===== src/rtl/dma_frame_event_gen.sv =====
// Per-channel DMA frame tracker: counts AXI write responses against a per-frame
// burst budget and raises stretched done / overrun / error events.
module dma_frame_event_gen #(
    parameter int BCNT_WIDTH  = 16,
    parameter int PULSE_WIDTH = 4
) (
    input  logic                  sys_clk_i,
    input  logic                  rst_i,
    input  logic                  dma_en_i,
    input  logic                  frame_start_i,
    input  logic [BCNT_WIDTH-1:0] bursts_per_frame_i,
    input  logic                  bvalid_i,
    input  logic                  bready_i,
    input  logic [1:0]            bresp_i,
    output logic [2:0]            event_o,
    output logic [15:0]           frame_cnt_o,
    output logic                  busy_o
);

    localparam logic STATE_IDLE   = 1'b0;
    localparam logic STATE_ACTIVE = 1'b1;

    // Stretch window = PULSE_WIDTH high cycles followed by a 2-cycle low gap.
    localparam logic [4:0] STRETCH_LOAD = 5'(PULSE_WIDTH + 1);

    logic                  state_reg, state_next;
    logic [BCNT_WIDTH-1:0] remaining_reg, remaining_next;
    logic [15:0]           frame_cnt_reg, frame_cnt_next;
    logic [2:0]            event_req;
    logic [1:0]            done_inc;

    logic handshake;
    logic start_accepted;
    logic zero_frame;
    logic final_handshake;

    assign handshake       = bvalid_i && bready_i;
    assign start_accepted  = frame_start_i && dma_en_i;
    assign zero_frame      = (bursts_per_frame_i == '0);
    assign final_handshake = handshake && (remaining_reg == BCNT_WIDTH'(1));

    always_comb begin
        state_next     = state_reg;
        remaining_next = remaining_reg;
        event_req      = 3'b000;
        done_inc       = 2'd0;

        case (state_reg)
            STATE_IDLE: begin
                if (start_accepted) begin
                    if (zero_frame) begin
                        event_req[0] = 1'b1;
                        done_inc     = 2'd1;
                    end else begin
                        remaining_next = bursts_per_frame_i;
                        state_next     = STATE_ACTIVE;
                    end
                end
            end
            default: begin
                if (!dma_en_i) begin
                    state_next     = STATE_IDLE;
                    remaining_next = '0;
                end else begin
                    if (handshake && (bresp_i != 2'b00)) begin
                        event_req[2] = 1'b1;
                    end
                    if (handshake) begin
                        remaining_next = remaining_reg - BCNT_WIDTH'(1);
                    end
                    if (final_handshake) begin
                        event_req[0] = 1'b1;
                        done_inc     = 2'd1;
                        state_next   = STATE_IDLE;
                    end
                    // A new start abandons the old frame unless it just completed.
                    if (start_accepted) begin
                        if (!final_handshake) begin
                            event_req[1] = 1'b1;
                        end
                        if (zero_frame) begin
                            event_req[0]   = 1'b1;
                            done_inc       = done_inc + 2'd1;
                            remaining_next = '0;
                            state_next     = STATE_IDLE;
                        end else begin
                            remaining_next = bursts_per_frame_i;
                            state_next     = STATE_ACTIVE;
                        end
                    end
                end
            end
        endcase

        frame_cnt_next = frame_cnt_reg + 16'(done_inc);
    end

    always_ff @(posedge sys_clk_i or posedge rst_i) begin
        if (rst_i) begin
            state_reg     <= STATE_IDLE;
            remaining_reg <= '0;
            frame_cnt_reg <= 16'h0000;
        end else begin
            state_reg     <= state_next;
            remaining_reg <= remaining_next;
            frame_cnt_reg <= frame_cnt_next;
        end
    end

    assign busy_o      = (state_reg == STATE_ACTIVE);
    assign frame_cnt_o = frame_cnt_reg;

    genvar gi;
    generate
        for (gi = 0; gi < 3; gi++) begin : g_stretch
            logic [4:0] tmr_reg, tmr_next;
            logic       pend_reg, pend_next;
            logic       evt_reg;

            // tmr_reg == 0 means the window (high time plus gap) has fully elapsed.
            always_comb begin
                tmr_next  = tmr_reg;
                pend_next = pend_reg;
                if (tmr_reg != 5'd0) begin
                    tmr_next = tmr_reg - 5'd1;
                    if (event_req[gi]) begin
                        pend_next = 1'b1;
                    end
                end else if (pend_reg || event_req[gi]) begin
                    tmr_next  = STRETCH_LOAD;
                    pend_next = 1'b0;
                end
            end

            always_ff @(posedge sys_clk_i or posedge rst_i) begin
                if (rst_i) begin
                    tmr_reg  <= 5'd0;
                    pend_reg <= 1'b0;
                    evt_reg  <= 1'b0;
                end else begin
                    tmr_reg  <= tmr_next;
                    pend_reg <= pend_next;
                    evt_reg  <= (tmr_next >= 5'd2);
                end
            end

            assign event_o[gi] = evt_reg;
        end
    endgenerate

endmodule

===== config.mk =====
export PLATFORM = sky130hd
export DESIGN_NAME = dma_frame_event_gen
export DESIGN_NICKNAME = d
export VERILOG_FILES = /design/src/rtl/dma_frame_event_gen.sv
export SDC_FILE = /design/constraint.sdc
export NUM_CORES = 1
export LEC_CHECK = 0
export ABC_AREA = 1
export ABC_CLOCK_PERIOD_IN_PS = 3450
export CAP_MARGIN = 20
export CORE_MARGIN = 1
export CORE_UTILIZATION = 55
export DETAILED_ROUTE_END_ITERATION = 10
export GPL_TIMING_DRIVEN = 0
export PLACE_DENSITY_LB_ADDON = 0.15
export SLEW_MARGIN = 10
export SYNTH_ARGS = -nofsm -noshare
export SYNTH_HDL_FRONTEND = slang
export SYNTH_SLANG_ARGS = --single-unit

===== constraint.sdc =====
create_clock -name sys_clk_i -period 3.45 [get_ports sys_clk_i]
set_clock_uncertainty 0.05 [all_clocks]
set_input_delay 0.8625 -clock sys_clk_i [delete_from_list [all_inputs] [get_ports sys_clk_i]]
set_output_delay 0.8625 -clock sys_clk_i [all_outputs]
set_load 0.01 [all_outputs]

[Word-level counts from Yosys, hierarchy flattened]
Index checks and enable logic that the tools add are counted.
Cells by class
  add/sub/neg operators: 6
  multiply operators: 0
  div/mod/pow operators: 0
  $lt $le $gt $ge: 3
  eq/ne operators: 6
  shift-type cells: 0
  mux-type cells: 46
  bitwise gates (word level): 0
  reduce and logical (&&, ||, !) cells: 20
Operators with widths (count)
  16-bit two-way mux: 7
  5-bit two-way mux: 6
  1-bit two-way mux: 24
  16-bit by 2-bit adder with 16-bit output: 1
  16-bit by 1-bit equality test with 1-bit output, second input constant: 1
  16-bit zero test: 1
  2-bit two-way mux: 8
  16-bit by 1-bit subtractor with 16-bit output, second input constant: 1
  5-bit by 2-bit >= comparator with 1-bit output, second input constant: 3
  5-bit nonzero test: 3
  5-bit by 1-bit subtractor with 5-bit output, second input constant: 3
  2-bit nonzero test: 5
  2-bit inequality test, second input constant: 4
  2-bit AND reduction: 3
  1-bit logical AND: 4
  1-bit logical OR: 3
  3-bit two-way mux: 1
  3-bit by 1-bit inequality test with 1-bit output, second input constant: 1
  3-bit AND reduction: 1
  2-bit by 1-bit adder with 2-bit output, second input constant: 1
Word-level totals
  bits in registers: 54
  latch bits: 0
  bits in writable memories: 0
  ROM bits: 0
  bits of input ports: 24
  output and inout bits: 20
  logic and storage cells: 93
  memories kept: 0

[Logic depth before layout (Yosys ltp)]
Gate-level depths: netlist of run 1.
  word-level depth: 11
  mapped depth: 20
  depth with buffers taken out: 20

[Worst setup path after synthesis of run 1]
OpenSTA, ideal clock, no wires.
  path type: input to register
  start point: input bvalid_i
  end point: register frame_cnt_reg[14], in the netlist frame_cnt_o[14]
  setup time: 122 ps
  arrival: 3278 ps
  required time: 3278 ps
  path slack: 1 ps
  stages on the path: 18
  buffers on the path: 0
  cell sequence: nand2_1 > nor4_1 > nand3_1 > ha_1 > o21ai_1 > o21ai_1 > nand2_1 > inv_1 > ha_1 > inv_1 > fa_1 > nor2_2 > nand3_2 > nor3_4 > nand3_2 > nor2_4 > nand3_2 > xor2_1
Between the ends
  cells in the longest elaborated chain, start to end: 11
RTL lines
  start, declared: line 12  | input logic bvalid_i,
  1-bit logical AND (*): line 37  | assign handshake = bvalid_i && bready_i;
  1-bit logical AND (*): line 40  | assign final_handshake = handshake && (remaining_reg == BCNT_WIDTH'(1));
  1-bit two-way mux (*): line 71  | if (final_handshake) begin
  2-bit two-way mux (*): line 61  | if (!dma_en_i) begin
  2-bit two-way mux (*): line 48  | case (state_reg)
  2-bit by 1-bit adder with 2-bit output: line 83  | done_inc = done_inc + 2'd1;
  2-bit two-way mux: line 81  | if (zero_frame) begin
  2-bit two-way mux (*): line 77  | if (start_accepted) begin
  2-bit two-way mux (*): line 61
  2-bit two-way mux (*): line 48
  16-bit by 2-bit adder with 16-bit output (*): line 95  | frame_cnt_next = frame_cnt_reg + 16'(done_inc);
  via frame_cnt_next[14]: line 28  | logic [15:0] frame_cnt_reg, frame_cnt_next;
  end signal, assigned: line 106  | frame_cnt_reg <= frame_cnt_next;
  end, declared: line 28
Mark *: on every way through the listed nets, which the timed path passes. The rest lies on a longest branch. The select of a mux whose other input is x is not followed.
A chain may end at the register's enable or synchronous reset.

[Worst setup path after layout of run 1]
  start point: register remaining_reg[3]
  end point: register frame_cnt_reg[14], in the netlist frame_cnt_o[14]
Between the ends
  cells in the longest elaborated chain, start to end: 11
RTL lines
  start, declared: line 27  | logic [BCNT_WIDTH-1:0] remaining_reg, remaining_next;
  start signal, assigned: line 105  | remaining_reg <= remaining_next;
  16-bit by 1-bit equality test with 1-bit output (*): line 40
  1-bit logical AND (*): line 40
  1-bit two-way mux (*): line 71
  2-bit two-way mux (*): line 61
  2-bit two-way mux (*): line 48
  2-bit by 1-bit adder with 2-bit output: line 83
  2-bit two-way mux: line 81
  2-bit two-way mux (*): line 77
  2-bit two-way mux (*): line 61
  2-bit two-way mux (*): line 48
  16-bit by 2-bit adder with 16-bit output (*): line 95
  via frame_cnt_next[14]: line 28
Marks and branches as above.

==> impl_metrics.csv, run 1 <==
group,metric,value,unit
logic_synthesis,yosysWarnings,0,
global_route,grt_pass1_vias,3297,
setup_path,critical_path_buf_inv_count,3,
setup_path,crit_family,"simple AND/OR/NAND/NOR gates",
layout,diodes,0,
global_route,grt_max_degree,38,
layout,drive_gt1_frac,0.310,
setup_path,slowest_delay,0.43,ns
global_route,grt_first_pass_wirelength,15700,um
layout,area_growth,39.0,%
power_and_ir_drop,swShare,0.419,
floorplanning,coreArea,5640,um2
setup_path,reg2reg_depth,19,
routing,postRouteAntennaNets,0,
status,violations,"negative setup slack",
clocking,htree_levels,2,
sta,slew_viol_final,0,
floorplanning,die_area,6300,um2
power_and_ir_drop,leakage,0.00233,uW
power_and_ir_drop,p_seq_frac,0.412,
power_and_ir_drop,clkPwrFrac,0.153,
sta,fin_ws,-0.0403,ns
layout,stdcell_area,4580,um2
global_route,antenna_found_initial,0,
logic_synthesis,ys_seq_area_frac,0.410,
setup_path,arrival,3.64,ns
logic_synthesis,synth_seq_cells,54,
placed_design,portBuffers,43,
run,cap_violations,0,
routing,drc,0,
logic_synthesis,synthTopCellsByCount,"nand2_1 (78), inv_1 (58), dfrtp_1 (54)",
sta,finalCriticalPeriod,3.49,ns
routing,wl_per_cell,18.5,um
floorplanning,start_util,0.584,
setup_path,crit_type,"flop to flop",
floorplanning,die_h,79.4,um
setup_path,end_kind,"flop",
placed_design,place_hpwl,5560,um
logic_synthesis,netlist_area,3290,um2
power_and_ir_drop,vdd_drop_max,0.491,mV
setup_path,cp_num_cells,19,
clocking,clkTransAtPathRegs,0.11,ns
routing,drtIter0Drc,437,
layout,postLayoutCoreUtil,0.812,
logic_synthesis,yosysTopAreaCell,"dfrtp_1",
logic_synthesis,ys_types,40,
setup_path,critPathLaunchType,"flop",
routing,dr.pass1.iters,7,
logic_synthesis,synthTopCellsByArea,"dfrtp_1 (41%), nand2_1 (8.9%), inv_1 (6.6%)",
logic_synthesis,synth_most_common_cell,"nand2_1",
layout,nets,571,
logic_synthesis,syn-num-nets,454,
status,status,"finished with violations",
clocking,clockBufferDepth,2,
floorplanning,num_rows,27,
power_and_ir_drop,comb_power_share,0.435,
clocking,clk_latency,0.32,ns
setup_path,slowest_stage,"dfrtp_1",
power_and_ir_drop,p_per_area,532,nW/um2
clocking,cts_root_buffer,"clkbuf_8",
clocking,ctsHoldBuffers,0,
setup_path,path_cells,"inv_1, nand2_1, nor4_2, nand3_2, ha_4, o21ai_2, o21ai_1, nand2_1, inv_2, ha_4, inv_2, fa_2, nor2_4, nand3_4, nor3_4, nand3_2, nor2_4, nand3_2, xor2_1",
clocking,clock_sinks,54,
logic_synthesis,synthCells,419,
setup_path,cp_max_fo,3,
power_and_ir_drop,p_int,1420,uW
setup_path,rr_endpoint,"frame_cnt_o[14]",
setup_path,cp.required,3.60,ns
placed_design,place_ws,-0.856,ns
setup_path,r2r-start,"remaining_reg[3]",
global_route,grt_remaining_overflow,0,
logic_synthesis,async_flop_share,1.00,
setup_path,worst_path_most_repeated_cell,"nand3_2",
global_route,globalRouteTotalUtil,0.327,
worst_hold_path,min_path_type,"flop to flop",
logic_synthesis,synth_flop_cell,"dfrtp_1",
sta,min_period_over_period,1.01,
sta,max_clock_freq,287,MHz
logic_synthesis,synth_top_area_frac,0.410,
sta,hold_viol,0,
power_and_ir_drop,net-switching-power,1020,uW
setup_path,crit_start,"remaining_reg[3]",
floorplanning,io_pins,44,
sta,fin_setup_tns,-0.0594,ns
floorplanning,die_width,79.4,um
setup_path,cp-endpoint,"frame_cnt_o[14]",
worst_hold_path,min_from,"frame_cnt_o[15]",
routing,wl,11300,um
logic_synthesis,synth_edf_count,0,
routing,vias,3615,
setup_path,r2r_slack,-0.04,ns
placed_design,placed_cell_area,3830,um2
sta,worst_pin_slew,0.675,ns
routing,vias_per_cell,5.95,
clocking,cts_buffers,5,
clocking,cts_tree,"yes",
logic_synthesis,avgSynthCellArea,7.86,um2
placed_design,gp_congestion,0.916,
sta,setup_viol,2,
sta,max_slew_margin,0.545,
sta,hold_ws,0.432,ns
power groups by stage:
stage | Combinational (uW) | Clock (uW) | Sequential (uW)
2_1_floorplan | 617 | 0 | 970
3_3_place_gp | 859 | 0 | 982
3_5_place_dp | 900 | 0 | 987
4_1_cts | 963 | 367 | 980
5_1_grt | 1160 | 399 | 1020
6_report | 1060 | 374 | 1000
worst reg2reg max path: cells and delay by family, from the launching register on:
kind / cells / cell delay (ns)
and+or+nand+nor: 10 / 1.46
adders and majority gates: 3 / 0.82
DFF: 1 / 0.43
buffers and inverters: 3 / 0.27
AOI/OAI and AO/OA: 2 / 0.19
xor gates and xnor gates: 1 / 0.16
kinds of logic (layout without fill, tap and decap cells):
logic type / count (synthesis) / count (layout) / synth area share
xor+xnor: 27 / 27 / 0.0718
simple gates: 185 / 185 / 0.260
compound gates: 59 / 59 / 0.109
buf+inv: 83 / 200 / 0.105
flops: 54 / 54 / 0.410
fa+ha+maj: 11 / 11 / 0.0441
routing by layer:
layer | wire length (um) | GRT usage
met1 | 4120 | 0.417
met2 | 5060 | 0.514
met3 | 1130 | 0.0651
met4 | 949 | 0.196
met5 | 0 | 0
worst min path at each step:
stage / slack, ns / endpoint / cells past startpoint
6_report: 0.43 / frame_cnt_o[15] / 1
3_5_place_dp: 0.42 / g_stretch[0].tmr_reg[4] / 2
4_1_cts: 0.44 / frame_cnt_o[15] / 1
2_1_floorplan: 0.40 / g_stretch[0].tmr_reg[4] / 2
5_1_grt: 0.46 / frame_cnt_o[15] / 1
3_3_place_gp: 0.41 / frame_cnt_o[15] / 1
cell type report:
type / instances / area (um2)
buffer: 11 / 81.3
timing repair buffer: 111 / 921
tap: 72 / 90.1
clock inverter: 2 / 13.8
multi-input combinational: 282 / 1790
fill: 334 / 1060
clock buffer: 5 / 68.8
sequential: 54 / 1350
inverter: 71 / 267
per-stage QoR:
stage | total power (uW) | std cells
CTS | 2310 | 603
finish | 2440 | 608
global route | 2590 | 608
global placement | 1840 | 534
detailed placement | 1890 | 535
floorplan | 1590 | 419
cell usage in the layout, fill, tap and decap left out, types with 3 or more instances in the layout:
| cell type | n |
|---|---|
| clkdlybuf4s15_1 | 3 |
| xnor2_1 | 6 |
| buf_2 | 10 |
| nand4_1 | 6 |
| a21boi_1 | 7 |
| inv_1 | 50 |
| or2_1 | 5 |
| xor2_1 | 19 |
| clkbuf_8 | 5 |
| nor2_1 | 39 |
| buf_4 | 70 |
| buf_6 | 7 |
| o21ai_0 | 9 |
| nor2_2 | 9 |
| nand3_1 | 20 |
| clkdlybuf4s50_1 | 23 |
| a21oi_1 | 17 |
| nand3_2 | 8 |
| dfrtp_1 | 54 |
| a2bb2oi_1 | 5 |
| clkdlybuf4s15_2 | 3 |
| inv_2 | 20 |
| nand2_1 | 75 |
| o211ai_1 | 5 |
| ha_1 | 6 |
| nand2_2 | 4 |
| ha_4 | 3 |
| o21ai_1 | 8 |
| nor2_4 | 6 |
timing repair:
| action | in CTS | in global routing |
|---|---|---|
| resized for setup | 88 | 31 |
| pin swaps | 23 | 18 |
| setup endpoints to repair | 7 | 11 |
| setup buffers | 62 | 7 |
Note: power is estimated with default switching activity, not from simulation.
==> run 2: changes to the inputs <==
--- a/config.mk
+++ b/config.mk
@@ -11,7 +11,7 @@
 export CORE_MARGIN = 1
 export CORE_UTILIZATION = 55
 export DETAILED_ROUTE_END_ITERATION = 10
-export GPL_TIMING_DRIVEN = 0
+export GPL_TIMING_DRIVEN = 1
 export PLACE_DENSITY_LB_ADDON = 0.15
 export SLEW_MARGIN = 10
 export SYNTH_ARGS = -nofsm -noshare
==> run 2 against run 1 <==
The run still ends with negative setup slack left; combinational power down 4%; global-route usage down 2.0 points; non-clock buffer count shrank 4; sequential cell count unchanged; clock-buffer cell count did not move; routed wire length decreased by 6.9%; worst hold slack worse by 0.0029 ns; via count fell by 4.6%; die area unchanged; largest cell class unchanged.
==> impl_metrics.csv, run 2 (synthesis results as in run 1) <==
group,metric,value,unit
status,status,"finished with violations",
status,violations,"negative setup slack",
power_and_ir_drop,comb_power_share,0.413,
routing,drtIter0Drc,372,
routing,drc,0,
global_route,grt_max_degree,30,
floorplanning,die_width,79.4,um
sta,max_clock_freq,287,MHz
sta,setup_viol,2,
floorplanning,coreArea,5640,um2
power_and_ir_drop,p_int,1490,uW
global_route,grt_pass1_vias,3262,
routing,postRouteAntennaNets,0,
clocking,cts_root_buffer,"clkbuf_8",
layout,postLayoutCoreUtil,0.805,
sta,hold_viol,0,
clocking,cts_buffers,5,
floorplanning,start_util,0.584,
setup_path,crit_type,"flop to flop",
run,cap_violations,0,
layout,drive_gt1_frac,0.315,
worst_hold_path,min_path_type,"flop to flop",
placed_design,place_hpwl,5560,um
routing,dr.pass1.iters,5,
sta,max_slew_margin,0.637,
power_and_ir_drop,clkPwrFrac,0.182,
sta,finalCriticalPeriod,3.48,ns
floorplanning,die_area,6300,um2
sta,slew_viol_final,0,
clocking,clkTransAtPathRegs,0.11,ns
global_route,grt_remaining_overflow,0,
clocking,ctsHoldBuffers,0,
sta,worst_pin_slew,0.544,ns
placed_design,placed_cells,554,
power_and_ir_drop,vdd_drop_max,0.444,mV
routing,vias,3447,
power_and_ir_drop,p_total,2470,uW
floorplanning,die_h,79.4,um
clocking,clock_sinks,54,
power_and_ir_drop,p_seq_frac,0.404,
setup_path,critPathLaunchType,"flop",
layout,area_growth,37.9,%
global_route,globalRouteTotalUtil,0.308,
sta,grt_setup_unrepaired,"true",
layout,fin_cells,605,
sta,fin_ws,-0.0327,ns
floorplanning,num_rows,27,
clocking,clockBufferDepth,2,
layout,layout_commonest_cell,"nand2_1",
setup_path,cp.required,3.61,ns
sta,min_period_over_period,1.01,
routing,wl,10500,um
placed_design,gp_congestion,0.860,
floorplanning,io_pins,44,
routing,vias_per_cell,5.70,
setup_path,cp_max_fo,3,
clocking,cts_tree,"yes",
layout,nets,567,
setup_path,end_kind,"flop",
power_and_ir_drop,net-switching-power,976,uW
setup_path,arrival,3.64,ns
power_and_ir_drop,swShare,0.396,
global_route,antenna_found_initial,0,
clocking,htree_levels,2,
power_and_ir_drop,p_per_area,543,nW/um2
layout,diodes,0,
clocking,clk_latency,0.32,ns
layout,final_cell_mix,"nand2_1 (75), buf_4 (73), dfrtp_1 (53), inv_1 (49), nor2_1 (38)",
placed_design,portBuffers,43,
global_route,grt_first_pass_wirelength,14700,um
power_and_ir_drop,leakage,0.00232,uW
routing,wl_per_cell,17.3,um
==> run 2: path summary, 6_finish.rpt <==
path                                        start           endpoint  slack [ns]  cells after the start
worst min-delay path              frame_cnt_o[15]    frame_cnt_o[15]        0.43                      1
worst min register to register    frame_cnt_o[15]    frame_cnt_o[15]        0.43                      1
worst max-delay path            remaining_reg[13]    frame_cnt_o[10]       -0.03                     19
min in group asynchronous                   rst_i    frame_cnt_o[10]        0.85                      2
worst max register to register  remaining_reg[13]    frame_cnt_o[10]       -0.03                     19
max in group asynchronous                   rst_i  remaining_reg[12]        1.94                      3
==> run 2: repair_timing <==
item                                    4_1_cts  5_1_grt
gates resized for setup                      99       24
setup buffers                                35        8
endpoints found under the setup margin        5        7
pin swaps                                    25       20
hold endpoints to repair                      0        0
==> run 2: final cells by class <==
type / instances / area, um2
Fill cell: 337 / 1100
Inverter: 71 / 267
Multi-Input combinational cell: 282 / 1780
Sequential cell: 54 / 1350
Clock inverter: 3 / 48.8
Timing Repair Buffer: 118 / 938
Tap cell: 72 / 90.1
Clock buffer: 5 / 68.8
==> run 2: power groups by stage <==
stage	Sequential, uW	Combinational (uW)	Clock (uW)
6_report	997	1020	450
5_1_grt	1020	1140	475
4_1_cts	979	955	448
3_5_place_dp	987	901	0
3_3_place_gp	981	870	0
2_1_floorplan	970	617	0
==> run 2: layer usage <==
layer | vias up | global-route usage | wire (um)
met5 | - | 0 | 0
met4 | 0 | 0.171 | 588
met3 | 77 | 0.0514 | 827
met2 | 221 | 0.497 | 5040
met1 | 1602 | 0.392 | 4030
li1 | 1547 | - | -
==> run 2: worst max-delay path, cell delays in order, from the launching register on <==
cell,delay (ns)
dfrtp_1,0.44
nor2_4,0.16
inv_2,0.07
nor4_4,0.23
nand3_2,0.17
buf_6,0.15
buf_4,0.12
buf_4,0.12
buf_4,0.12
inv_2,0.04
ha_2,0.18
nand3_2,0.12
fa_2,0.42
nor2_4,0.14
nand3_2,0.11
nor3_4,0.18
nand3_2,0.15
buf_4,0.17
buf_4,0.12
xnor2_1,0.12
==> run 2: metrics by stage <==
step,instance area [um2],setup slack (ns),TNS (ns),hold slack (ns)
after global routing,4540,-0.151,-0.343,0.447
after CTS,4420,0.00374,0,0.431
after global placement,3990,-0.513,-2.30,0.406
after detailed placement,3990,-0.705,-4.07,0.418
after floorplan,3290,0.000716,0,0.401
final,4540,-0.0327,-0.0607,0.429
==> run 3: changes to the inputs <==
--- a/config.mk
+++ b/config.mk
@@ -10,6 +10,7 @@
 export CAP_MARGIN = 20
 export CORE_MARGIN = 1
 export CORE_UTILIZATION = 55
+export CTS_CLUSTER_DIAMETER = 60
 export DETAILED_ROUTE_END_ITERATION = 10
 export GPL_TIMING_DRIVEN = 1
 export PLACE_DENSITY_LB_ADDON = 0.15
==> results of run 3 <==
The final DEF is identical to that of run 2; final timing and power are the same.
